**src/rtl/cordiv_pkg.sv**
```systemverilog
// Shared width helpers and the est lane-slice index for the correlated divider array.
package cordiv_pkg;

    function automatic int selWidth(input int depth);
        return (depth > 1) ? $clog2(depth) : 1;
    endfunction

    function automatic int cntWidth(input int win);
        return $clog2(win + 1);
    endfunction

    // The window counter only needs to reach WIN-1, but a zero-width vector is illegal.
    function automatic int wcWidth(input int win);
        return (win > 1) ? $clog2(win) : 1;
    endfunction

    function automatic int estLsb(input int lane, input int cntw);
        return lane * cntw;
    endfunction

endpackage

```
**src/rtl/cordiv_lane.sv**
```systemverilog
// One CORDIV lane: quotient history shift register, clamped replay mux and the
// running ones-count of the quotient for the current window.
module cordiv_lane
    import cordiv_pkg::*;
#(
    parameter int                 SRDEPTH = 2,
    parameter logic [SRDEPTH-1:0] SR_INIT = '0,
    parameter int                 SELW    = selWidth(SRDEPTH),
    parameter int                 CNTW    = 9
)(
    input  logic            clk,
    input  logic            rst,
    input  logic            en,
    input  logic            clr,
    input  logic            winEnd,
    input  logic [SELW-1:0] sel,
    input  logic            dividend,
    input  logic            divisor,
    output logic            quotient,
    output logic [CNTW-1:0] count
);

    localparam logic [SELW-1:0] MAX_SEL = SELW'(SRDEPTH - 1);

    logic [SRDEPTH-1:0] r_sr;
    logic [CNTW-1:0]    r_acc;
    logic [SELW-1:0]    w_effSel;

    // Selects beyond the last entry (non-power-of-2 depth) replay the oldest entry.
    assign w_effSel = (sel > MAX_SEL) ? MAX_SEL : sel;
    assign quotient = divisor ? dividend : r_sr[w_effSel];
    assign count    = r_acc + CNTW'(quotient);

    // Newest bit enters at the top; only cycles with a real divisor bit are recorded.
    always_ff @(posedge clk or posedge rst) begin
        if (rst) begin
            r_sr <= SR_INIT;
        end else if (clr) begin
            r_sr <= SR_INIT;
        end else if (en && divisor) begin
            r_sr <= {quotient, r_sr[SRDEPTH-1:1]};
        end
    end

    always_ff @(posedge clk or posedge rst) begin
        if (rst) begin
            r_acc <= '0;
        end else if (clr) begin
            r_acc <= '0;
        end else if (en) begin
            r_acc <= winEnd ? '0 : count;
        end
    end

endmodule

```
**src/rtl/cordiv_array.sv**
```systemverilog
// NCH-lane correlated stochastic divider with a shared window counter that
// latches a per-lane binary ones-count estimate at the end of every window.
module cordiv_array
    import cordiv_pkg::*;
#(
    parameter int                 NCH     = 4,
    parameter int                 SRDEPTH = 2,
    parameter logic [SRDEPTH-1:0] SR_INIT = '0,
    parameter int                 WIN     = 256,
    parameter int                 SELW    = selWidth(SRDEPTH),
    parameter int                 CNTW    = cntWidth(WIN)
)(
    input  logic                clk,
    input  logic                rst,
    input  logic                en,
    input  logic                clr,
    input  logic [SELW-1:0]     sel,
    input  logic [NCH-1:0]      dividend,
    input  logic [NCH-1:0]      divisor,
    output logic [NCH-1:0]      quotient,
    output logic [NCH*CNTW-1:0] est,
    output logic                est_valid
);

    localparam int             WCW     = wcWidth(WIN);
    localparam logic [WCW-1:0] WC_LAST = WCW'(WIN - 1);

    logic [WCW-1:0]  r_wc;
    logic            r_estValid;
    logic [CNTW-1:0] r_est   [NCH];
    logic [CNTW-1:0] w_count [NCH];
    logic            w_winEnd;

    assign w_winEnd  = en && (r_wc == WC_LAST);
    assign est_valid = r_estValid;

    for (genvar i = 0; i < NCH; i++) begin : g_lane
        cordiv_lane #(
            .SRDEPTH (SRDEPTH),
            .SR_INIT (SR_INIT),
            .SELW    (SELW),
            .CNTW    (CNTW)
        ) u_lane (
            .clk      (clk),
            .rst      (rst),
            .en       (en),
            .clr      (clr),
            .winEnd   (w_winEnd),
            .sel      (sel),
            .dividend (dividend[i]),
            .divisor  (divisor[i]),
            .quotient (quotient[i]),
            .count    (w_count[i])
        );

        assign est[estLsb(i, CNTW) +: CNTW] = r_est[i];
    end

    // Clear restarts the window but deliberately keeps the last published estimate.
    always_ff @(posedge clk or posedge rst) begin
        if (rst) begin
            r_wc       <= '0;
            r_estValid <= 1'b0;
            for (int i = 0; i < NCH; i++) begin
                r_est[i] <= '0;
            end
        end else if (clr) begin
            r_wc       <= '0;
            r_estValid <= 1'b0;
        end else begin
            r_estValid <= w_winEnd;
            if (en) begin
                r_wc <= w_winEnd ? '0 : r_wc + WCW'(1);
            end
            if (w_winEnd) begin
                for (int i = 0; i < NCH; i++) begin
                    r_est[i] <= w_count[i];
                end
            end
        end
    end

endmodule

```
**config.mk**
```make
export PLATFORM = sky130hd
export DESIGN_NAME = cordiv_array
export DESIGN_NICKNAME = d
export VERILOG_FILES = /design/src/rtl/cordiv_pkg.sv /design/src/rtl/cordiv_lane.sv /design/src/rtl/cordiv_array.sv
export SDC_FILE = /design/constraint.sdc
export NUM_CORES = 1
export LEC_CHECK = 0
export CAP_MARGIN = 25
export CORE_MARGIN = 3
export CORE_UTILIZATION = 40
export CTS_CLUSTER_DIAMETER = 40
export DETAILED_ROUTE_END_ITERATION = 12
export PLACE_DENSITY = 0.71
export RECOVER_POWER = 50
export SLEW_MARGIN = 10
export SYNTH_ARGS = -nofsm -noshare
export SYNTH_HDL_FRONTEND = slang
export SYNTH_SLANG_ARGS = --single-unit
```
**constraint.sdc**
```tcl
create_clock -name clk -period 3.5 [get_ports clk]
set_input_delay 0.35 -clock clk [delete_from_list [all_inputs] [get_ports clk]]
set_output_delay 0.35 -clock clk [all_outputs]
set_load 0.03 [all_outputs]
```
==> run_results.csv, run 1 <==
group,metric,value,unit
placed_design,gp_congestion,0.771,
grt,grt_pass1_vias,3037,
placed_design,dp_hpwl,5.98,mm
floorplan,die_h,113,µm
worst_setup_path,crit_required,3720,ps
cells_and_area,nets,465,
worst_setup_path,ff2ff_path_depth,8,
yosys,yosys_warnings,0,
detailed_routing,drt-total-wl,9.02,mm
yosys,muxShareOfSynthArea,12.5,%
detailed_routing,antenna_left,0,
yosys,synth_edf_count,0,
pwr,leakagePower,2.64,nW
timing,worst_slew_pin_slew,1750,ps
timing,min_period,2810,ps
cts,cts_buffers,9,
floorplan,die_area,12800,µm²
yosys,ys_types,43,
timing,setup_viol,0,
timing,max_freq,0.356,GHz
worst_setup_path,crit_path_end_kind,"register",
worst_setup_path,max_stage_delay,780,ps
cells_and_area,fill_cells,1020,
cts,cts_buffer_depth,2,
worst_setup_path,arrival,3030,ps
yosys,synth_area_per_cell,11.5,µm²
cts,cts_tree,"yes",
timing,fin_crit_sh,80.3,%
yosys,synth.most_common_cell,"dfrtp_1",
pwr,cellPowerDensity,400,nW/µm²
yosys,synth_top_area_cell,"dfrtp_1",
detailed_routing,viasPerCell,5.37,
detailed_routing,vias,3141,
worst_setup_path,path_cells,"dlygate4sd3_1 > clkbuf_1 > and3_1 > nand3_1 > nor2_8 > buf_12 > mux2_2",
cells_and_area,design_area,5440,µm²
worst_setup_path,r2r_slack,1190,ps
cells_and_area,drive_gt1_share,15.3,%
yosys,synth_xor_area_share,6.49,%
timing,setup_ws,688,ps
yosys,synthesis.nets,423,
run_status,status,"finished with violations",
cells_and_area,regArea,2230,µm²
yosys,synth.area.top_cells,"dfrtp_1, mux2_4, xor2_1",
pwr,peakVddDrop,0.000198,V
grt,antenna_found_initial,0,
grt,grt_pass1_wl,15.1,mm
timing,rsz0062_at_grt,"false",
run,cap_violations,1,
cells_and_area,fin_util,49.3,%
worst_setup_path,critPathMaxFanout,32,
yosys,synth_area,4590,µm²
timing,max-slew-margin-rel,-17.1,%
floorplan,start_util,41.6,%
yosys,synth_top_area_share,48.5,%
cts,cts_hold_buf,0,
cells_and_area,area_growth_syn_to_layout,18.5,%
cts,clock-sinks,89,
placed_design,numPortBuffers,53,
cts,clk_pin_slew,60,ps
floorplan,coreArea,11000,µm²
worst_setup_path,start_kind,"input pin",
floorplan,die_w,113,µm
detailed_routing,drc,0,
cts,ctsResizeCount,0,
cells_and_area,multi_input_area,2130,µm²
yosys,ys_ff_latch,89,
grt,grt_max_degree,55,
placed_design,preCtsSetupSlack,549,ps
detailed_routing,drt_pre_antenna_iters,5,
cells_and_area,antenna_cells,0,
worst_setup_path,critPathKind,"input pin to register",
detailed_routing,wire_per_inst,15.4,µm
floorplan,io-pin-count,54,
cts,root_buffer,"clkbuf_16",
yosys,synthFlopType,"dfrtp_1",
detailed_routing,drt_iter0_drc,169,
placed_design,post_dp_cell_area,5150,µm²
timing,tns,0,ps
yosys,ys_seq_area_share,48.5,%
yosys,synth-async-reset-ratio,100,%
timing,finalHoldViolCount,0,
cts,post_cts_buffers,0,
cts,cts.htree.levels,3,
timing,slew_viol_final,38,
timing,skew,7.56,ps
yosys,synth_compound_area_share,11.0,%
cts,clock_latency,340,ps
worst_setup_path,critPathSlowestCell,"clkbuf_1",
grt,grt_overflow_total,0,
run_status,failed_checks,"max-capacitance violations, max-slew violations",
timing,fin_worst_hold_slack,499,ps
yosys,synthSimpleGateAreaFrac,13.4,%
yosys,synthAdderAreaFrac,3.27,%
yosys,syn_inst,398,
grt,grt_usage,14.6,%
worst_hold_path,hold-path-cell-count,1,
yosys,synth_top_family_by_area,"simple AND/OR/NAND/NOR gates",
yosys,synth_commonest_cells,"dfrtp_1, nand2_1, mux2_4",
worst_hold_path,hold_path.class,"register to register",
floorplan,fp-row-count,38,
placed cells by master (no fill, tap or decap), types with 3 or more instances in the layout:
cell,count
a21oi_1,24
a22o_1,11
a31o_2,3
a31oi_1,19
a41oi_1,3
and3_1,17
clkbuf_16,9
clkdlybuf4s50_1,45
dfrtp_1,89
dlygate4sd3_1,8
ha_1,12
mux2_2,8
mux2_4,29
mux2i_1,5
nand2_1,30
nand2b_1,13
nand3_1,17
nand4_1,4
nor2_1,19
o21ai_0,12
xnor2_1,9
xor2_1,25
stage by stage:
| step | std cells | power, W |
|---|---|---|
| 2_1_floorplan | 398 | 0.00117 |
| 3_3_place_gp | 569 | 0.00120 |
| 3_5_place_dp | 569 | 0.00121 |
| 4_1_cts | 585 | 0.00221 |
| 5_1_grt | 585 | 0.00225 |
| 6_report | 585 | 0.00218 |
kinds of logic (layout without fill, tap and decap cells):
group,Yosys count,in the layout
compound gates,78,78
xor+xnor,34,34
fa+ha+maj,12,12
buf+inv,30,77
flops,89,89
mux,42,42
simple gates,113,113
worst paths after layout:
| kind | to | start |
|---|---|---|
| worst max-delay path | est[8] | en |
| worst min-delay path | g_lane[1].u_lane.r_acc[8] | g_lane[1].u_lane.r_acc[8] |
| worst max register to register | g_lane[3].u_lane.r_acc[6] | g_lane[3].u_lane.r_sr[1] |
| worst min register to register | g_lane[1].u_lane.r_acc[8] | g_lane[1].u_lane.r_acc[8] |
| max in group asynchronous | g_lane[1].u_lane.r_acc[1] | rst |
| min in group asynchronous | est[24] | rst |
layout make-up:
class	instances	area share (%)
timing repair buffer	58	10.8
inverter	3	0.230
multi-input combinational	279	39.1
clock buffer	12	4.71
sequential	89	40.9
tap	140	3.22
clock inverter	4	0.943
metal layers:
metal	routed length, µm	share of wire [%]	global-route usage [%]
met5	0	0	0
met4	109	1.2	4.41
met3	459	5.1	3.85
met2	4260	47	23.1
met1	4180	46	19.7
worst max-delay path: cells and delay by family:
family	cells	cell delay [ps]
AND/OR/NAND/NOR	3	720
multiplexers	1	360
buffers and inverters	3	1570
power breakdown:
part	total, W	switching (W)	internal, W
logic	0.000132	0.0000848	0.0000468
registers	0.00106	0.0000146	0.00104
clock network	0.000991	0.000398	0.000593
registers in the layout (all words and copies together), names as in the netlist:
register and count:
est 36, g_lane.u_lane.r_acc 36, g_lane.u_lane.r_sr 8, r_wc 8
est_valid 1
No activity file was read; power rests on OpenSTA's default activity.
==> inputs of run 2 (changes only) <==
--- a/config.mk
+++ b/config.mk
@@ -10,7 +10,7 @@
 export CORE_UTILIZATION = 40
 export CTS_CLUSTER_DIAMETER = 40
 export DETAILED_ROUTE_END_ITERATION = 12
-export PLACE_DENSITY = 0.71
+export PLACE_DENSITY = 0.74
 export RECOVER_POWER = 50
 export SLEW_MARGIN = 10
 export SYNTH_ARGS = -nofsm -noshare
==> constraint.sdc (replaced) <==
create_clock -name clk -period 2.54 [get_ports clk]
set_input_delay 0.254 -clock clk [delete_from_list [all_inputs] [get_ports clk]]
set_output_delay 0.254 -clock clk [all_outputs]
set_load 0.03 [all_outputs]
==> run_results.csv, run 2 (same netlist as run 1, synthesis figures left out) <==
group,metric,value,unit
floorplan,start_util,41.6,%
grt,grt_usage,15.5,%
worst_setup_path,critPathMaxFanout,4,
grt,grt_max_degree,49,
cells_and_area,fin_cells,601,
cts,clock_latency,340,ps
pwr,leakagePower,2.72,nW
pwr,peakVddDrop,0.000368,V
worst_setup_path,arrival,2140,ps
cts,root_buffer,"clkbuf_16",
cts,cts_buffers,9,
detailed_routing,drt_iter0_drc,177,
pwr,power,0.00311,W
timing,rsz0062_at_grt,"false",
pwr,cellPowerDensity,559,nW/µm²
floorplan,die_w,113,µm
floorplan,fp-row-count,38,
cells_and_area,area_growth_syn_to_layout,21.2,%
grt,grt_pass1_vias,3208,
worst_setup_path,crit_path_end_kind,"output pin",
worst_setup_path,start_kind,"input pin",
timing,min_period,2400,ps
placed_design,numPortBuffers,53,
placed_design,post_dp_cell_area,5280,µm²
grt,grt_pass1_wl,16.0,mm
placed_design,placed_cells,585,
worst_hold_path,hold_path.class,"input pin to register",
timing,worst_slew_pin_slew,1380,ps
detailed_routing,wire_per_inst,15.4,µm
cts,post_cts_buffers,0,
timing,slew_viol_final,0,
floorplan,die_area,12800,µm²
timing,skew,7.64,ps
timing,finalHoldViolCount,0,
cells_and_area,final_common_cell,"dfrtp_1",
detailed_routing,antenna_left,0,
cells_and_area,drive_gt1_share,18.4,%
floorplan,io-pin-count,54,
detailed_routing,drc,0,
cts,cts_tree,"yes",
cells_and_area,fill_cells,1004,
cts,clock-sinks,89,
timing,fin_crit_sh,94.4,%
placed_design,dp_hpwl,6.39,mm
timing,setup_viol,0,
detailed_routing,drt_pre_antenna_iters,5,
grt,antenna_found_initial,0,
worst_setup_path,crit_required,2290,ps
floorplan,coreArea,11000,µm²
detailed_routing,viasPerCell,5.32,
cells_and_area,design_area,5560,µm²
cts,clk_pin_slew,60,ps
worst_setup_path,critPathKind,"input pin to output pin",
detailed_routing,vias,3197,
timing,tns,0,ps
cts,ctsResizeCount,0,
cells_and_area,final_cell_mix,"dfrtp_1, clkdlybuf4s50_1, nand2_1, mux2_4, xor2_1",
floorplan,die_h,113,µm
cells_and_area,antenna_cells,0,
cts,cts.htree.levels,3,
run_status,status,"completed",
placed_design,gp_congestion,0.773,
timing,max_freq,0.417,GHz
run,cap_violations,0,
timing,max-slew-margin-rel,7.45,%
cells_and_area,nets,481,
grt,grt_overflow_total,0,
detailed_routing,drt-total-wl,9.24,mm
cts,cts_hold_buf,0,
cts,cts_buffer_depth,2,
run 2: worst paths after layout:
path / start / end / slack, ps / depth (start not counted)
worst min register to register: g_lane[2].u_lane.r_acc[8] / g_lane[2].u_lane.r_acc[8] / 500 / 1
worst max-delay path: sel / quotient[1] / 140 / 5
worst min-delay path: dividend[2] / g_lane[2].u_lane.r_sr[1] / 500 / 3
max in group asynchronous: rst / est[1] / 550 / 3
worst max register to register: r_wc[0] / est[35] / 450 / 6
min in group asynchronous: rst / est_valid / 670 / 2
run 2: worst max-delay path: stages:
cell and delay, ps:
clkdlybuf4s50_1 610, mux2i_1 110, o21ai_0 290, buf_4 180, clkdlybuf4s50_1 700
run 2: area by class of cell:
type                       instances  area (µm²)  area share [%]
clock buffer                      11         253            4.54
clock inverter                     5        77.6            1.39
inverter                           3        12.5           0.225
multi-input combinational        279        2140            38.5
sequential                        89        2230            40.0
tap                              140         175            3.15
timing repair buffer              74         677            12.2
run 2: routing by layer:
metal / vias to the layer above / wire (µm) / GRT usage, %
met4: 0 / 120 / 4.65
met2: 54 / 4470 / 25.5
met1: 1606 / 4310 / 20.3
li1: 1529 / - / -
met3: 8 / 338 / 3.90
met5: - / 0 / 0
run 2: where the power goes:
group          switching (W)  leakage [nW]  internal, W
clock network       0.000553         0.162     0.000912
registers          0.0000202          1.24      0.00143
logic               0.000118          1.32    0.0000702
run 2: through the flow:
stage                     hold slack [ps]  setup WS (ps)  utilization, %
after floorplan                       396            409               -
after global placement                483           3.59            47.7
after detailed placement              497          -31.0            47.8
after CTS                             412            147            50.8
after global routing                  526           9.78            50.4
final                                 501            142            50.4
==> inputs of run 3 (changes only) <==
--- a/config.mk
+++ b/config.mk
@@ -11,7 +11,6 @@
 export CTS_CLUSTER_DIAMETER = 40
 export DETAILED_ROUTE_END_ITERATION = 12
 export PLACE_DENSITY = 0.74
-export RECOVER_POWER = 50
 export SLEW_MARGIN = 10
 export SYNTH_ARGS = -nofsm -noshare
 export SYNTH_HDL_FRONTEND = slang
==> run_results.csv, run 3 (same netlist as run 1, synthesis figures left out) <==
group,metric,value,unit
detailed_routing,drt-total-wl,9.27,mm
cts,clock-sinks,89,
grt,grt_pass1_wl,16.0,mm
detailed_routing,drt_iter0_drc,135,
cts,cts_buffer_depth,2,
cells_and_area,final_cell_mix,"dfrtp_1, clkdlybuf4s50_1, nand2_1, mux2_4, xor2_1",
floorplan,io-pin-count,54,
detailed_routing,wire_per_inst,15.4,µm
worst_setup_path,critPathMaxFanout,4,
timing,max_freq,0.417,GHz
pwr,leakagePower,2.72,nW
timing,slew_viol_final,0,
grt,grt_max_degree,49,
pwr,peakVddDrop,0.000369,V
timing,rsz0062_at_grt,"false",
timing,fin_worst_hold_slack,385,ps
cts,post_cts_buffers,0,
cells_and_area,regArea,2230,µm²
run_status,status,"completed",
worst_setup_path,crit_required,2290,ps
pwr,power,0.00312,W
pwr,cellPowerDensity,556,nW/µm²
detailed_routing,drt_pre_antenna_iters,4,
placed_design,preCtsSetupSlack,-31.0,ps
run,cap_violations,0,
floorplan,coreArea,11000,µm²
detailed_routing,wl_met2,4.47,mm
placed_design,gp_congestion,0.773,
floorplan,die_w,113,µm
timing,min_period,2400,ps
grt,grt_usage,15.5,%
timing,finalHoldViolCount,0,
detailed_routing,drc,0,
timing,max-slew-margin-rel,50.4,%
cells_and_area,fin_util,50.8,%
grt,grt_overflow_total,0,
detailed_routing,viasPerCell,5.32,
cells_and_area,drive_gt1_share,18.9,%
cts,cts.htree.levels,3,
floorplan,fp-row-count,38,
cts,clock_latency,340,ps
floorplan,die_h,113,µm
timing,setup_viol,0,
grt,grt_pass1_vias,3208,
worst_setup_path,arrival,2140,ps
cts,root_buffer,"clkbuf_16",
floorplan,die_area,12800,µm²
timing,skew,7.61,ps
placed_design,dp_hpwl,6.39,mm
timing,setup_ws,143,ps
cts,cts_buffers,9,
detailed_routing,vias,3199,
cells_and_area,multi_input_area,2140,µm²
detailed_routing,wl_met3,373,µm
timing,worst_slew_pin_slew,742,ps
placed_design,numPortBuffers,53,
cells_and_area,nets,481,
cts,cts_hold_buf,0,
cts,cts_tree,"yes",
cts,ctsResizeCount,0,
detailed_routing,wl_met1,4.31,mm
worst_setup_path,crit_path_end_kind,"output pin",
timing,fin_crit_sh,94.4,%
detailed_routing,antenna_left,0,
cells_and_area,final_common_cell,"dfrtp_1",
cells_and_area,area_growth_syn_to_layout,22.1,%
worst_setup_path,critPathKind,"input pin to output pin",
cells_and_area,fill_cells,995,
worst_hold_path,hold_path.class,"input pin to async pin",
cells_and_area,antenna_cells,0,
cts,clk_pin_slew,60,ps
worst_setup_path,start_kind,"input pin",
grt,antenna_found_initial,0,
floorplan,start_util,41.6,%
detailed_routing,routed.top_layer,"met4",
worst_setup_path,r2r_slack,510,ps
==> run 3: area by class of cell <==
class	instances	share of cell area [%]
flip-flops and latches	89	39.7
multi-input cells	279	38.2
repair buffers	74	12.8
clock buffers	11	4.51
well taps	140	3.12
clock inverters	5	1.38
inverters	3	0.268
==> run 3: worst max-delay path: stages <==
cell             delay (ps)
clkdlybuf4s50_1         610
mux2i_1                 110
o21ai_0                 290
buf_4                   180
clkdlybuf4s50_1         690
==> run 3: worst paths after layout <==
check                      depth (start not counted)                         to                      start
max in group asynchronous                          3                     est[1]                        rst
hold / removal                                     2                  est_valid                        rst
min in group clk                                   3   g_lane[2].u_lane.r_sr[1]                dividend[2]
hold reg to reg                                    1  g_lane[0].u_lane.r_acc[8]  g_lane[0].u_lane.r_acc[8]
setup / recovery                                   5                quotient[1]                        sel
setup reg to reg                                   9                    est[35]   g_lane[3].u_lane.r_sr[1]
==> run 3: power breakdown <==
| part | total, W | internal, W | switching [W] |
|---|---|---|---|
| registers | 0.00145 | 0.00143 | 0.0000202 |
| clock network | 0.00147 | 0.000912 | 0.000554 |
| logic | 0.000197 | 0.0000775 | 0.000119 |
| total | 0.00312 | 0.00242 | 0.000693 |
==> run 3: per-layer routing <==
layer  track usage, %  vias up
li1                 -     1530
met1             20.3     1605
met2             25.5       56
met3             3.90        8
met4             4.65        0
met5                0        -
==> run 3: stage by stage <==
stage                     cell area [µm²]  TNS [ps]  std cells
after floorplan                      4590         0        398
after global placement               5270         0        584
after detailed placement             5280     -59.5        585
after CTS                            5610         0        601
after global routing                 5610         0        601
final                                5610         0        601
